### src/rtl/cpu_pkg.sv
// Shared pipeline definitions: register-index width and the hazard controller's
// FSM state encoding.
package cpu_pkg;

    localparam int unsigned REG_IDX_W = 3;
    localparam int unsigned HAZ_CNT_W = 3;

    typedef enum logic [1:0] {
        ST_RUN      = 2'd0,
        ST_RET_WAIT = 2'd1,
        ST_INT_SEQ  = 2'd2
    } haz_state_t;

endpackage

### src/rtl/hazard_load_use_detect.sv
// Combinational load-use comparator: a load in ex-mem writes a register that the
// instruction in decode reads.
module hazard_load_use_detect
    import cpu_pkg::*;
(
    input  logic [REG_IDX_W-1:0] dec_rs,
    input  logic [REG_IDX_W-1:0] dec_rt,
    input  logic                 dec_use_rs,
    input  logic                 dec_use_rt,
    input  logic                 exm_mem_read,
    input  logic                 exm_write_back,
    input  logic [REG_IDX_W-1:0] exm_rd,
    output logic                 load_use
);

    logic rs_hit;
    logic rt_hit;

    assign rs_hit   = dec_use_rs && (dec_rs == exm_rd);
    assign rt_hit   = dec_use_rt && (dec_rt == exm_rd);
    assign load_use = exm_mem_read && exm_write_back && (rs_hit || rt_hit);

endmodule

### src/rtl/pipeline_hazard_ctrl.sv
// Hazard and sequencing controller: load-use stalls, branch flushes, RET/RTI
// fetch freeze and interrupt entry for the 5-stage pipeline.
module pipeline_hazard_ctrl
    import cpu_pkg::*;
#(
    parameter int unsigned RET_LAT = 2,
    parameter int unsigned INT_LAT = 2
) (
    input  logic                 i_clk,
    input  logic                 i_reset,
    input  logic [REG_IDX_W-1:0] i_dec_rs,
    input  logic [REG_IDX_W-1:0] i_dec_rt,
    input  logic                 i_dec_use_rs,
    input  logic                 i_dec_use_rt,
    input  logic                 i_dec_pop_pc,
    input  logic                 i_exm_mem_read,
    input  logic                 i_exm_write_back,
    input  logic [REG_IDX_W-1:0] i_exm_rd,
    input  logic                 i_exm_branch_taken,
    input  logic                 i_int_req,
    output logic                 o_pc_hold,
    output logic                 o_fd_stall,
    output logic                 o_fd_flush,
    output logic                 o_de_flush,
    output logic                 o_int_inject,
    output logic                 o_int_ack,
    output logic                 o_busy
);

    localparam logic [HAZ_CNT_W-1:0] RetInit = HAZ_CNT_W'(RET_LAT - 1);
    localparam logic [HAZ_CNT_W-1:0] IntInit = HAZ_CNT_W'(INT_LAT - 1);

    haz_state_t           state_q, state_d;
    logic [HAZ_CNT_W-1:0] cnt_q, cnt_d;
    logic                 pending_q, pending_d;
    logic                 ack_q, ack_d;
    logic                 load_use;

    logic pc_hold, fd_stall, fd_flush, de_flush, int_inject, busy;

    hazard_load_use_detect u_load_use (
        .dec_rs         (i_dec_rs),
        .dec_rt         (i_dec_rt),
        .dec_use_rs     (i_dec_use_rs),
        .dec_use_rt     (i_dec_use_rt),
        .exm_mem_read   (i_exm_mem_read),
        .exm_write_back (i_exm_write_back),
        .exm_rd         (i_exm_rd),
        .load_use       (load_use)
    );

    always_comb begin
        state_d    = state_q;
        cnt_d      = cnt_q;
        pending_d  = pending_q;
        ack_d      = 1'b0;
        pc_hold    = 1'b0;
        fd_stall   = 1'b0;
        fd_flush   = 1'b0;
        de_flush   = 1'b0;
        int_inject = 1'b0;
        busy       = 1'b0;

        case (state_q)
            ST_RUN: begin
                if (i_exm_branch_taken) begin
                    // Decode is squashed, so only a request survives, as pending.
                    fd_flush = 1'b1;
                    de_flush = 1'b1;
                    if (i_int_req) pending_d = 1'b1;
                end else if (i_int_req || pending_q) begin
                    int_inject = 1'b1;
                    fd_flush   = 1'b1;
                    pc_hold    = 1'b1;
                    cnt_d      = IntInit;
                    state_d    = ST_INT_SEQ;
                    pending_d  = 1'b0;
                end else if (i_dec_pop_pc && !load_use) begin
                    pc_hold  = 1'b1;
                    fd_flush = 1'b1;
                    cnt_d    = RetInit;
                    state_d  = ST_RET_WAIT;
                end else if (load_use) begin
                    pc_hold  = 1'b1;
                    fd_stall = 1'b1;
                    de_flush = 1'b1;
                end
            end
            ST_RET_WAIT, ST_INT_SEQ: begin
                pc_hold  = 1'b1;
                fd_flush = 1'b1;
                busy     = 1'b1;
                if (i_int_req) pending_d = 1'b1;
                if (cnt_q == '0) begin
                    state_d = ST_RUN;
                    ack_d   = (state_q == ST_INT_SEQ);
                end else begin
                    cnt_d = cnt_q - 1'b1;
                end
            end
            default: state_d = ST_RUN;
        endcase
    end

    always_ff @(posedge i_clk) begin
        if (i_reset) begin
            state_q   <= ST_RUN;
            cnt_q     <= '0;
            pending_q <= 1'b0;
            ack_q     <= 1'b0;
        end else begin
            state_q   <= state_d;
            cnt_q     <= cnt_d;
            pending_q <= pending_d;
            ack_q     <= ack_d;
        end
    end

    // Combinational outputs are forced low for the whole reset cycle.
    assign o_pc_hold    = pc_hold    && !i_reset;
    assign o_fd_stall   = fd_stall   && !i_reset;
    assign o_fd_flush   = fd_flush   && !i_reset;
    assign o_de_flush   = de_flush   && !i_reset;
    assign o_int_inject = int_inject && !i_reset;
    assign o_busy       = busy       && !i_reset;
    assign o_int_ack    = ack_q;

endmodule

### config.mk
export PLATFORM = sky130hd
export DESIGN_NAME = pipeline_hazard_ctrl
export DESIGN_NICKNAME = d
export VERILOG_FILES = /design/src/rtl/cpu_pkg.sv /design/src/rtl/hazard_load_use_detect.sv /design/src/rtl/pipeline_hazard_ctrl.sv
export SDC_FILE = /design/constraint.sdc
export NUM_CORES = 1
export LEC_CHECK = 0
export BUFFER_PORTS_ARGS = -buffer_cell sky130_fd_sc_hd__buf_2
export CORE_ASPECT_RATIO = 0.6
export CORE_MARGIN = 2
export CORE_UTILIZATION = 25
export DETAILED_ROUTE_END_ITERATION = 8
export PLACE_DENSITY_LB_ADDON = 0.25
export SETUP_SLACK_MARGIN = 0.02
export SLEW_MARGIN = 20
export SYNTH_ARGS = -nofsm -noshare
export SYNTH_HDL_FRONTEND = slang
export SYNTH_HIERARCHICAL = 1
export SYNTH_SLANG_ARGS = --single-unit
### constraint.sdc
create_clock -name i_clk -period 2.9 [get_ports i_clk]
set_clock_uncertainty 0.2 [all_clocks]
set_input_delay 0.145 -clock i_clk [delete_from_list [all_inputs] [get_ports i_clk]]
set_output_delay 0.145 -clock i_clk [all_outputs]
set_load 0.05 [all_outputs]
==> reports/results.txt <==
status - completed
hold buffer count at cts - 0
Sw Share - 0.349
root buffer cell - clkbuf_8
logic gate share of total power - 0.364
GRT Resource Usage Total - 0.116
mux share of post-synthesis cell area - 0
Port Buffers - 24
DR vias - 599
total core area - 2230 um2
CTS Buf Count - 3
fillers - 237
Slew Viols, Final - 0
critical path type - reg2out
slew margin rel. - 0.720
post-CTS setup buffer count - 0
n_diodes - 0
Cell Pwr Density - 486 nW/um2
DR vias/cell - 4.54
die span in x - 67.4 um
clock sink count - 7
share of flip-flops with an asynchronous set or reset - 0
CTS tree - done
initial core utilization - 0.271
switching pwr - 136 uW
Clock Latency Late Sink - 230 ps
grt total ovfl - 0
clock network fraction of design power - 0.353
syn_nets - 98
Worst Setup Slack post-DPL - 878 ps
P_leak - 0.000345 uW
Post-synth top cells - nor2_1, dfxtp_1, inv_1, nor3_1, xnor2_1
endpoints failing hold - 0
CP max FO - 9
Post-synth EDFFs - 0
area grow syn2layout - 33.0%
Design Power - 390 uW
drt first pass iters - 4
initial drt markers - 40
top cells by area, synth - dfxtp_1, ha_1, xnor2_1
setup TNS - 0 ps
DRC viols - 0
maximum operating frequency - 477 MHz
Die Ht - 42.0 um
xor/xnor share of the synthesized area - 0.0871
slew of the pin with the lowest slew margin - 419 ps
Hold WC Path Type - in2reg
Tcrit/Tclk final - 0.723
Final ANT Viol Nets - 0
MaxCap Viol Count - 0
Worst EP arrival - 1750 ps
Critical Path End Type - output port
Gate Count Post-Synth - 75
number of global-route vias before repair - 586
fin worst setup slack - 804 ps
fin crit period - 2100 ps
Cell Int Power - 254 uW
GP Congestion - 0.736
CP Data Required Time - 2560 ps
Distinct cells, synth - 27
Simple-Gate Fraction of Synth Area - 0.313
top-count cell post-synth - nor2_1
Yosys top cell area share - 0.232
synthesized cell area - 603 um2
final net count - 126
Sequential Power Share - 0.282
yosys warns - 6
dpl hpwl - 1140 um
Avg Inst Size Synth - 8.04 um2
Yosys reg bits - 7
largest net degree at the start of global routing - 13
I/O pins - 25
final setup fails - 0
Startpoint Class - register
clock tree buffer depth - 2
worst vdd ir - 0.000110 V
ys flop type - dfxtp_1
largest family of logic cells by synthesized area - simple AND/OR/NAND/NOR gates
Rows - 13
final instance area - 802 um2
RSZ-0062 raised after global routing - false
# H-tree levels - 1
routed wire length - 1470 um
initial antenna violation count - 0
Routed WL per cell - 11.1 um
sequential area share after synthesis - 0.232
full die area - 2830 um2
placed cell area - 757 um2
cell taking the most area after synthesis - dfxtp_1
layout cell share with drive strength beyond 1 - 0.324
Worst-path clk slew - 40 ps
global-route wire length before repair - 2530 um
Post-CTS Resized - 0
Compound-Gate Fraction of Synth Area - 0.220
Post-Synth Adder-Cell Area - 0.104
==> power by group through the flow <==
stage	sequential (uW)	clock, uW	combinational (uW)
after floorplan	111	0	105
after global placement	111	0	142
after detailed placement	111	0	141
after CTS	110	141	142
after global routing	111	145	157
final	110	138	142
==> sequential cells by signal, summed over array words and instances (netlist names) <==
signal,cells
cnt_q,3
state_q,2
pending_q,1
o_int_ack,1
==> layout make-up <==
cell class              instances  area [um2]  area share
well taps                      30        37.5      0.0468
flip-flops and latches          7         140       0.175
clock buffers                   4        45.0      0.0562
repair buffers                 24         120       0.150
inverters                       6        22.5      0.0281
multi-input cells              61         437       0.544
==> placed cells by master, fill, tap and decap left out, drive strengths merged <==
cell	instances
nand2	3
inv	6
buf	24
nor3	7
a311oi	1
and2b	1
o21a	2
nor2b	3
o21ai	5
a211oi	1
a21oi	4
dfxtp	7
nand3b	1
and3	1
o41ai	2
xnor2	6
clkbuf	4
nand2b	4
nand4	3
a221oi	1
nor3b	1
ha	5
o22ai	1
nor2	9
==> layer usage <==
metal,global-route usage,up-vias,share of wire
met5,0,-,0
met4,0.0204,0,0.0082
met3,0.0565,2,0.038
met2,0.162,10,0.44
met1,0.161,266,0.52
li1,-,321,-
==> stage by stage <==
stage / utilization / hold slack (ps) / cells
after floorplan: - / 51.9 / 75
after global placement: 0.340 / 267 / 128
after detailed placement: 0.340 / 278 / 128
after CTS: 0.360 / 40.7 / 132
after global routing: 0.360 / 53.6 / 132
final: 0.360 / 39.6 / 132
==> final timing paths <==
check              from    endpoint  slack [ps]  cells after the start
max reg2reg    cnt_q[0]    cnt_q[0]         910                      7
min             i_reset  state_q[0]          40                      2
min reg2reg    cnt_q[2]    cnt_q[2]         280                      2
max          state_q[0]   o_pc_hold         800                      7
==> cells by family after synthesis <==
group	count (synthesis)
AND/OR/NAND/NOR	33
adder cells (fa/ha/maj)	5
buffers and inverters	7
XOR/XNOR	6
flip-flops	7
AO/OA/AOI/OAI	17
==> critical path, stage by stage, from the launching register on <==
cell and delay [ps]:
dfxtp_1 310, inv_1 80, ha_1 330, nand2b_2 150
a21oi_1 150, nor2_1 70, nor3_1 140, buf_2 290
(Power assumes the default switching activity.)
